<file path="config.mk">
export PLATFORM = sky130hd
export DESIGN_NAME = wb_stage_p_flat
export DESIGN_NICKNAME = d
export VERILOG_FILES = /design/src/rtl/core_pkg.sv /design/src/rtl/wb_stage_p_if.sv /design/src/rtl/wb_load_align.sv /design/src/rtl/wb_stage_p.sv /design/src/flat_wrapper.sv
export SDC_FILE = /design/constraint.sdc
export NUM_CORES = 1
export LEC_CHECK = 0
export BUFFER_PORTS_ARGS = -buffer_cell sky130_fd_sc_hd__buf_2
export CORE_ASPECT_RATIO = 1.5
export CORE_MARGIN = 5
export CORE_UTILIZATION = 38
export DETAILED_ROUTE_END_ITERATION = 6
export GPL_TIMING_DRIVEN = 1
export PLACE_DENSITY = 0.81
export SYNTH_ARGS = -nofsm -noshare
export SYNTH_HDL_FRONTEND = slang
export SYNTH_SLANG_ARGS = --single-unit
</file>
<file path="constraint.sdc">
create_clock -name clk -period 1.7 [get_ports clk]
set_input_delay 0.51 -clock clk [delete_from_list [all_inputs] [get_ports clk]]
set_output_delay 0.51 -clock clk [all_outputs]
set_load 0.005 [all_outputs]
</file>
<file path="src/rtl/core_pkg.sv">
// Shared core types for the write-back stage: source-select and load-size
// encodings plus the default datapath width.
package core_pkg;

  localparam int XLEN_DEFAULT = 32;

  typedef enum logic [1:0] {
    WB_ALU = 2'b00,
    WB_MEM = 2'b01,
    WB_PC4 = 2'b10,
    WB_CSR = 2'b11
  } wb_sel_e;

  typedef enum logic [1:0] {
    LD_B = 2'b00,
    LD_H = 2'b01,
    LD_W = 2'b10,
    LD_D = 2'b11
  } ld_size_e;

endpackage

</file>
<file path="src/rtl/wb_stage_p_if.sv">
// MEM/WB boundary bundle: the MEM-stage capture signals and the register-file
// write port with its forwarding tap. The stage itself uses the slave modport.
interface wb_stage_p_if
  import core_pkg::*;
#(
    parameter int XLEN   = XLEN_DEFAULT,
    parameter int REG_AW = 5
);
    localparam int OFS_W = $clog2(XLEN / 8);

    logic              in_valid;
    logic              flush;
    logic              ctl_regwrite_in;
    wb_sel_e           wb_sel_in;
    ld_size_e          ld_size_in;
    logic              ld_unsigned_in;
    logic [OFS_W-1:0]  addr_lo_in;
    logic [REG_AW-1:0] rd_in;
    logic [XLEN-1:0]   alu_result_in;
    logic [XLEN-1:0]   mem_rdata_in;
    logic [XLEN-1:0]   pc_plus4_in;
    logic [XLEN-1:0]   csr_rdata_in;

    logic              rf_we;
    logic [REG_AW-1:0] rf_waddr;
    logic [XLEN-1:0]   rf_wdata;
    logic              fwd_valid;
    logic [REG_AW-1:0] fwd_rd;
    logic [XLEN-1:0]   fwd_data;
    logic              retire;

    modport master (
        output in_valid, flush, ctl_regwrite_in, wb_sel_in, ld_size_in,
               ld_unsigned_in, addr_lo_in, rd_in, alu_result_in,
               mem_rdata_in, pc_plus4_in, csr_rdata_in,
        input  rf_we, rf_waddr, rf_wdata, fwd_valid, fwd_rd, fwd_data, retire
    );

    modport slave (
        input  in_valid, flush, ctl_regwrite_in, wb_sel_in, ld_size_in,
               ld_unsigned_in, addr_lo_in, rd_in, alu_result_in,
               mem_rdata_in, pc_plus4_in, csr_rdata_in,
        output rf_we, rf_waddr, rf_wdata, fwd_valid, fwd_rd, fwd_data, retire
    );

endinterface

</file>
<file path="src/rtl/wb_load_align.sv">
// Combinational load extractor: picks the addressed byte/half/word/double lane
// of the memory word and zero- or sign-extends it to XLEN.
module wb_load_align
  import core_pkg::*;
#(
    parameter int XLEN = XLEN_DEFAULT
) (
    input  logic [XLEN-1:0]              mem_rdata,
    input  logic [$clog2(XLEN/8)-1:0]    addr_lo,
    input  ld_size_e                     ld_size,
    input  logic                         ld_unsigned,
    output logic [XLEN-1:0]              result
);
    localparam int OFS_W = $clog2(XLEN / 8);
    localparam int SH_W  = $clog2(XLEN);

    // Offset masks drop the sub-lane address bits; for XLEN=32 the word mask
    // is zero, so word and double both read the full lane 0.
    localparam logic [OFS_W-1:0] MASK_B = '1;
    localparam logic [OFS_W-1:0] MASK_H = ~OFS_W'(1);
    localparam logic [OFS_W-1:0] MASK_W = ~OFS_W'(3);
    localparam logic [OFS_W-1:0] MASK_D = '0;

    logic [OFS_W-1:0] ofs_mask;
    logic [OFS_W-1:0] byte_ofs;
    logic [SH_W-1:0]  shamt;
    logic [XLEN-1:0]  shifted;
    logic [XLEN-1:0]  keep_mask;
    logic             sign_bit;
    int               nbits;

    // NOTE: every always_comb output gets a default first so no path leaves it
    // unassigned, which would infer a latch.
    always_comb begin
        ofs_mask = MASK_D;
        nbits    = XLEN;
        unique case (ld_size)
            LD_B: begin ofs_mask = MASK_B; nbits = 8;  end
            LD_H: begin ofs_mask = MASK_H; nbits = 16; end
            LD_W: begin ofs_mask = MASK_W; nbits = 32; end
            LD_D: begin ofs_mask = MASK_D; nbits = XLEN; end
        endcase

        byte_ofs  = addr_lo & ofs_mask;
        shamt     = {byte_ofs, 3'b000};
        shifted   = mem_rdata >> shamt;
        // A full-width load overflows the shift to zero, giving an all-ones
        // mask and no extension bits, so ld_unsigned has no effect there.
        keep_mask = (XLEN'(1) << nbits) - XLEN'(1);
        sign_bit  = shifted[nbits-1];
        result    = (shifted & keep_mask)
                  | ((!ld_unsigned && sign_bit) ? ~keep_mask : '0);
    end

endmodule

</file>
<file path="src/rtl/wb_stage_p.sv">
// MEM/WB pipeline register, write-back source select and register-file port.
// Optional instret counter enabled by defining WB_RETIRE_CNT_EN.
module wb_stage_p
  import core_pkg::*;
#(
    parameter int XLEN   = XLEN_DEFAULT,
    parameter int REG_AW = 5
) (
    input  logic        clk,
    input  logic        rst_n,
    wb_stage_p_if.slave bus
`ifdef WB_RETIRE_CNT_EN
    ,
    output logic [63:0] instret_out,
    input  logic        instret_clr
`endif
);
    logic [XLEN-1:0]   load_val;
    logic [XLEN-1:0]   wdata_d;
    logic              capture;

    logic              valid_q;
    logic              regwrite_q;
    logic [REG_AW-1:0] rd_q;
    logic [XLEN-1:0]   wdata_q;

    wb_load_align #(.XLEN(XLEN)) u_align (
        .mem_rdata   (bus.mem_rdata_in),
        .addr_lo     (bus.addr_lo_in),
        .ld_size     (bus.ld_size_in),
        .ld_unsigned (bus.ld_unsigned_in),
        .result      (load_val)
    );

    always_comb begin
        wdata_d = bus.alu_result_in;
        unique case (bus.wb_sel_in)
            WB_ALU: wdata_d = bus.alu_result_in;
            WB_MEM: wdata_d = load_val;
            WB_PC4: wdata_d = bus.pc_plus4_in;
            WB_CSR: wdata_d = bus.csr_rdata_in;
        endcase
    end

    assign capture = bus.in_valid & ~bus.flush;

    // NOTE: sequential state uses non-blocking assignments so every register
    // samples pre-edge values regardless of statement order.
    always_ff @(posedge clk or negedge rst_n) begin
        if (!rst_n) begin
            valid_q    <= 1'b0;
            regwrite_q <= 1'b0;
            rd_q       <= '0;
            wdata_q    <= '0;
        end else begin
            valid_q <= capture;
            if (capture) begin
                regwrite_q <= bus.ctl_regwrite_in;
                rd_q       <= bus.rd_in;
                wdata_q    <= wdata_d;
            end
        end
    end

    // x0 is hard-wired zero, so a write to it is suppressed here.
    assign bus.rf_we     = valid_q & regwrite_q & (rd_q != '0);
    assign bus.rf_waddr  = rd_q;
    assign bus.rf_wdata  = wdata_q;
    assign bus.fwd_valid = bus.rf_we;
    assign bus.fwd_rd    = bus.rf_waddr;
    assign bus.fwd_data  = bus.rf_wdata;
    assign bus.retire    = valid_q;

`ifdef WB_RETIRE_CNT_EN
    logic [63:0] instret_q;

    always_ff @(posedge clk or negedge rst_n) begin
        if (!rst_n) begin
            instret_q <= '0;
        end else if (instret_clr) begin
            instret_q <= '0;
        end else if (valid_q) begin
            instret_q <= instret_q + 64'd1;
        end
    end

    assign instret_out = instret_q;
`endif

endmodule
</file>
<file path="src/flat_wrapper.sv">
// flat-port wrapper written by rule: the top's interface ports become plain ports
module wb_stage_p_flat import core_pkg::*;
#(
    parameter int XLEN   = XLEN_DEFAULT,
    parameter int REG_AW = 5
)
  (clk, rst_n, bus_in_valid, bus_flush, bus_ctl_regwrite_in, bus_wb_sel_in, bus_ld_size_in, bus_ld_unsigned_in, bus_addr_lo_in, bus_rd_in, bus_alu_result_in, bus_mem_rdata_in, bus_pc_plus4_in, bus_csr_rdata_in, bus_rf_we, bus_rf_waddr, bus_rf_wdata, bus_fwd_valid, bus_fwd_rd, bus_fwd_data, bus_retire);
  wb_stage_p_if #(.XLEN(XLEN), .REG_AW(REG_AW)) bus_i ();
  input  logic clk;
  input  logic rst_n;
  input wire logic [$bits(bus_i.in_valid)-1:0] bus_in_valid;
  input wire logic [$bits(bus_i.flush)-1:0] bus_flush;
  input wire logic [$bits(bus_i.ctl_regwrite_in)-1:0] bus_ctl_regwrite_in;
  input wire logic [$bits(bus_i.wb_sel_in)-1:0] bus_wb_sel_in;
  input wire logic [$bits(bus_i.ld_size_in)-1:0] bus_ld_size_in;
  input wire logic [$bits(bus_i.ld_unsigned_in)-1:0] bus_ld_unsigned_in;
  input wire logic [$bits(bus_i.addr_lo_in)-1:0] bus_addr_lo_in;
  input wire logic [$bits(bus_i.rd_in)-1:0] bus_rd_in;
  input wire logic [$bits(bus_i.alu_result_in)-1:0] bus_alu_result_in;
  input wire logic [$bits(bus_i.mem_rdata_in)-1:0] bus_mem_rdata_in;
  input wire logic [$bits(bus_i.pc_plus4_in)-1:0] bus_pc_plus4_in;
  input wire logic [$bits(bus_i.csr_rdata_in)-1:0] bus_csr_rdata_in;
  output wire logic [$bits(bus_i.rf_we)-1:0] bus_rf_we;
  output wire logic [$bits(bus_i.rf_waddr)-1:0] bus_rf_waddr;
  output wire logic [$bits(bus_i.rf_wdata)-1:0] bus_rf_wdata;
  output wire logic [$bits(bus_i.fwd_valid)-1:0] bus_fwd_valid;
  output wire logic [$bits(bus_i.fwd_rd)-1:0] bus_fwd_rd;
  output wire logic [$bits(bus_i.fwd_data)-1:0] bus_fwd_data;
  output wire logic [$bits(bus_i.retire)-1:0] bus_retire;
  assign bus_i.in_valid = bus_in_valid;
  assign bus_i.flush = bus_flush;
  assign bus_i.ctl_regwrite_in = bus_ctl_regwrite_in;
  assign bus_i.wb_sel_in = bus_wb_sel_in;
  assign bus_i.ld_size_in = bus_ld_size_in;
  assign bus_i.ld_unsigned_in = bus_ld_unsigned_in;
  assign bus_i.addr_lo_in = bus_addr_lo_in;
  assign bus_i.rd_in = bus_rd_in;
  assign bus_i.alu_result_in = bus_alu_result_in;
  assign bus_i.mem_rdata_in = bus_mem_rdata_in;
  assign bus_i.pc_plus4_in = bus_pc_plus4_in;
  assign bus_i.csr_rdata_in = bus_csr_rdata_in;
  assign bus_rf_we = bus_i.rf_we;
  assign bus_rf_waddr = bus_i.rf_waddr;
  assign bus_rf_wdata = bus_i.rf_wdata;
  assign bus_fwd_valid = bus_i.fwd_valid;
  assign bus_fwd_rd = bus_i.fwd_rd;
  assign bus_fwd_data = bus_i.fwd_data;
  assign bus_retire = bus_i.retire;
  wb_stage_p #(.XLEN(XLEN), .REG_AW(REG_AW)) u_core (.clk(clk), .rst_n(rst_n), .bus(bus_i));
endmodule
</file>
; ---- Word level (Yosys, flattened, before mapping)
; Cells that the tools add are included.
[totals]
regBits = 39
in_bits = 145
output_inout_bits = 77
elab_cells = 36
[op_classes]
n_addsub = 2
order_cmp = 1
eq_ne = 6
shifts = 2
mux = 7
bitwise_logic = 8
reduce_logical = 6
[ops]
columns = op, n
row1 = $pmux 32 s4, 1
row2 = $pmux 32 s3, 1
row3 = $sub 32x2->32 const B, 2
row4 = $and 32x32->32, 1
row5 = $lt 32x7->1 const B, 1
row6 = $mux 32, 1
row7 = $not 32->32, 1
row8 = $or 32x32->32, 1
row9 = $shl 1x32->32 const A, 1
row10 = $shr 32x5->32, 1
row11 = $eq 2x2->1 const B, 4
row12 = $pmux 2 s3, 1
row13 = $bmux 1 s5, 1
row14 = $reduce_bool 5->1, 1
row15 = $eq 2x1->1 const B, 2
row16 = $logic_not 2->1, 2
row17 = $and 1x1->1, 3
row18 = $and 2x2->2, 1
row19 = $mux 1, 2
row20 = $reduce_or 2->1, 1
row21 = $logic_and 1x1->1, 1
row22 = $logic_not 1->1, 1
row23 = $not 1->1, 1

; ---- Longest topological paths before layout
[logic_depth]
depth_word = 12
ltp_mapped = 7
mapped_depth_nobuf = 5

; ---- Cells and area by module
; Synthesis repeated with hierarchy kept, for this count alone.
[hier_totals]
hier_cells = 292
hier_area_um2 = 3420.8
[modules_own_cells]
columns = mod, instances, cells_each, area_each_um2, seq_area_each_um2
row1 = wb_stage_p, 1, 161, 2660.1, 975.9
row2 = wb_load_align, 1, 131, 760.7, 0.0

; ---- Least setup slack after synthesis
; Ideal clock, no wire load.
[synth_timing]
path_type = in2reg
start = input bus_ld_size_in[0]
end = register u_core.wdata_q[5] (netlist: u_core.bus.fwd_data[5])
setup_time_ps = 121
arrival_time_ps = 1679
required_time_ps = 1579
slack_ps = -100
cell_stages = 7
n_path_buf = 3
cell_sequence = buf_2 or3b_1 clkbuf_1 clkbuf_1 nand2_1 nand3_1 a22o_1
[synth_between]
elab_chain_cells = 12
word_cells_on_any_way = 21
classes_between = add/sub: 2 / eq/ne: 3 / shift: 2 / mux: 7 / bitwise: 4 / reduce/logical: 3
[synth_rtl]
columns = item, line_no
row1 = "start, declared", flat_wrapper.sv:15  ; input wire logic [$bits(bus_i.ld_size_in)-1:0] bus_ld_size_in;
row2 = branches (longest 10 deep; another with $sub 32x2->32), n/a
row3 = $or 32x32->32 *, wb_load_align.sv:52  ; | ((!ld_unsigned && sign_bit) ? ~keep_mask : '0);
row4 = $pmux 32 s4 *, wb_stage_p.sv:37  ; unique case (bus.wb_sel_in)
row5 = "end signal, assigned", wb_stage_p.sv:60  ; wdata_q <= wdata_d;
row6 = "end, declared", wb_stage_p.sv:25  ; logic [XLEN-1:0] wdata_q;
; Mark *: on every way between the ends. The select of a mux whose other input is x is not followed.
; A chain may end at the register's enable or synchronous reset.

; ---- Worst setup path after layout
[layout_timing]
start = register u_core.rd_q[1] (netlist: u_core.bus.fwd_rd[1])
end = output bus_fwd_valid
[layout_between]
elab_chain_cells = 2
[layout_rtl]
columns = item, line_no
row1 = "start, declared", wb_stage_p.sv:24  ; logic [REG_AW-1:0] rd_q;
row2 = "start signal, assigned", wb_stage_p.sv:59  ; rd_q <= bus.rd_in;
row3 = $reduce_bool 5->1, wb_stage_p.sv:66  ; assign bus.rf_we = valid_q & regwrite_q & (rd_q != '0);
row4 = $and 1x1->1, wb_stage_p.sv:66
row5 = "end, declared", flat_wrapper.sv:26  ; output wire logic [$bits(bus_i.fwd_valid)-1:0] bus_fwd_valid;
; No other way between the ends.

==> results_dict.tcl <==
set metrics [dict create \
    clockBufferDepth 2 \
    placementRows 40 \
    fmax_mhz 505 \
    p_int_mw 2.38 \
    ys_ff_latch 39 \
    yosysSeqAreaShare 0.308 \
    crit_buf_inv 1 \
    netlist.area_leader.share 0.308 \
    yosys-top-cells-area "dfrtp_1, buf_4, nand2_1" \
    cpPeakStageDelay_ps 380 \
    finalSetupViolCount 2 \
    nets 757 \
    cts.htree.levels 2 \
    yosysMostFrequentCell "nand2_1" \
    fp.dieH_um 122 \
    synth_top_area_cell "dfrtp_1" \
    multiInputGateArea_sq_um 1820 \
    diodes 0 \
    gp_congestion 0.927 \
    ff2ff_path_depth 2 \
    hold_viol 0 \
    timing.critical_path.from "u_core.bus.fwd_rd[1]" \
    synthCells 394 \
    p_sw_frac 0.312 \
    r2r_slack_ps 870 \
    synth_area_per_cell_sq_um 8.04 \
    dieArea_sq_um 10300 \
    grt_usage 0.249 \
    drive_gt1_frac 0.506 \
    pre_cts_ws_ps -386 \
    fin_crit_sh 1.16 \
    vdd_drop_max_mv 0.487 \
    design.core.area_sq_um 8060 \
    dpl_cell_area_sq_um 4470 \
    clock_latency_ps 280 \
    grt_antenna_before_repair 0 \
    p_leak_nw 2.50 \
    drv_slew 0 \
    ys.flop_type "dfrtp_1" \
    drt-initial-drc-count 211 \
    r2r-end "u_core.bus.fwd_data[15]" \
    slew_headroom 0.668 \
    num-fill-cells 761 \
    routed_wire_length_per_instance_um 18.8 \
    route.antenna.remaining_nets 0 \
    cp.required_ps 1190 \
    regArea_sq_um 976 \
    worstPathArrival_ps 1470 \
    vias_per_cell 5.46 \
    numCtsBuffers 5 \
    synth_nets 539 \
    synth_warnings 0 \
    design_power_total_mw 3.46 \
    fin_skew_ps 0 \
    drt_pass1_iterations 5 \
    p_comb_frac 0.344 \
    wl_um 13500 \
    syn2layout_area_growth_pct 48.4 \
    synth_edf_count 0 \
    critPathCaptureType "primary output" \
    min_period_ps 1980 \
    grt_max_degree 28 \
    r2r-start "u_core.bus.fwd_data[15]" \
    synth_cell_type_count 43 \
    path_max_fanout 2 \
    synth_common_cells "nand2_1, buf_4, dfrtp_1, nor2_1, a31oi_1" \
    worst_slew_pin_slew_ps 498 \
    io_pins 222 \
    switchingPower_mw 1.08 \
    gr-total-overflow 0 \
    hp-class "in -> async" \
    clock_sinks 39 \
    rsz0062_at_grt "yes" \
    clk_pin_slew_ps 60 \
    critPathTopFamily "simple AND/OR/NAND/NOR gates" \
    route.detailed.drc 0 \
    stdcell_area_sq_um 4700 \
    initial_core_util 0.393 \
    pwr-share-seq 0.342 \
    fp.dieW_um 84.5 \
    critical_path_class "reg -> out" \
    grt_pass1_wl_um 20400 \
    root_buffer "clkbuf_16" \
    crit_path_end "bus_fwd_valid" \
    hold_buffers 0 \
    p_per_area_nw_per_um2 737 \
    crit_path_top_delay_cell "or3_1" \
    io_buffers 221 \
    dp_hpwl_um 11000 \
    cts_tree "built" \
    critPathLaunchType "register" \
    cap_violations 0 \
    path_cells "or3_1 > o311a_1 > buf_2" \
    violations "setup timing" \
    cp.depth 3 \
    worst_slack_ps -279 \
    grt_pass1_vias 4089 \
    outcome "finished, violations left" \
    vias 3921 \
    clkPwrFrac 0.314 \
    synth_area_sq_um 3170 \
    async_flop_share 1.00 \
]
[layer usage]
layer / GRT usage / wire length (um)
met5: 0 / 0
met4: 0.112 / 410
met3: 0.0501 / 1210
met2: 0.452 / 7120
met1: 0.277 / 4760
[stage by stage]
stage	hold slack, ps	setup TNS [ps]	cells	utilization
4_1_cts	202	-563	716	0.578
3_3_place_gp	459	-6990	707	0.555
3_5_place_dp	471	-6650	707	0.555
6_report	187	-557	718	0.583
2_1_floorplan	214	-13.1	394	-
5_1_grt	219	-696	718	0.583
[power groups by stage]
stage          registers [mW]  logic [mW]  clock network (mW)
4_1_cts                  1.18        1.19                1.11
2_1_floorplan            1.20       0.648                   0
6_report                 1.18        1.19                1.09
3_3_place_gp             1.19        1.16                   0
5_1_grt                  1.21        1.30                1.14
3_5_place_dp             1.20        1.18                   0
[layout make-up]
| type | count | area share |
|---|---|---|
| tap | 105 | 0.0280 |
| multi-input combinational | 283 | 0.387 |
| inverter | 4 | 0.00320 |
| clock buffer | 5 | 0.0266 |
| sequential | 39 | 0.208 |
| timing repair buffer | 279 | 0.338 |
| clock inverter | 3 | 0.00932 |
[repair_timing]
action,4_1_cts,5_1_grt
setup buffers,1,1
pin swaps,0,1
gates cloned,0,1
endpoints found under the setup margin,8,14
resized for setup,1,8
[worst min path at each step]
stage	slack, ps	end	cells after the start
floorplan	210	u_core.bus.fwd_data[0]	0
global placement	460	u_core.regwrite_q	2
detailed placement	470	u_core.regwrite_q	2
CTS	200	u_core.bus.fwd_data[10]	1
global route	220	u_core.bus.fwd_data[14]	1
finish	190	u_core.bus.fwd_data[10]	1
[flip-flops by register name, summed over array words and instances (netlist names)]
signal	flops
u_core.bus.retire	1
u_core.bus.fwd_rd	5
u_core.bus.fwd_data	32
u_core.regwrite_q	1
[cell usage in the layout (no fill, tap or decap), types with 2 or more instances in the layout]
cell and n:
nand3_1 3, o21ai_0 15, nor2b_1 2, a21o_1 7
clkbuf_16 5, a2bb2oi_1 6, and3_1 6, nand2_2 3
buf_12 4, mux2_2 8, and3b_2 2, a31oi_1 30
mux2i_1 19, buf_2 222, a22o_1 7, buf_4 53
nand2b_1 3, nor3_1 3, nand2b_2 2, a221oi_1 10
o22ai_1 20, dfrtp_1 39, nand2_1 62, a21oi_1 15
nor2_1 32, inv_1 4, nor3b_2 2, o221ai_1 9
[logic make-up (layout without fill, tap and decap cells)]
| logic type | after synthesis | count (layout) | share of synthesized area |
|---|---|---|---|
| mux | 27 | 27 | 0.0885 |
| compound gates | 128 | 128 | 0.286 |
| simple gates | 128 | 128 | 0.183 |
| flops | 39 | 39 | 0.308 |
| buf+inv | 72 | 291 | 0.135 |
Power figures use the tool's default switching activity.
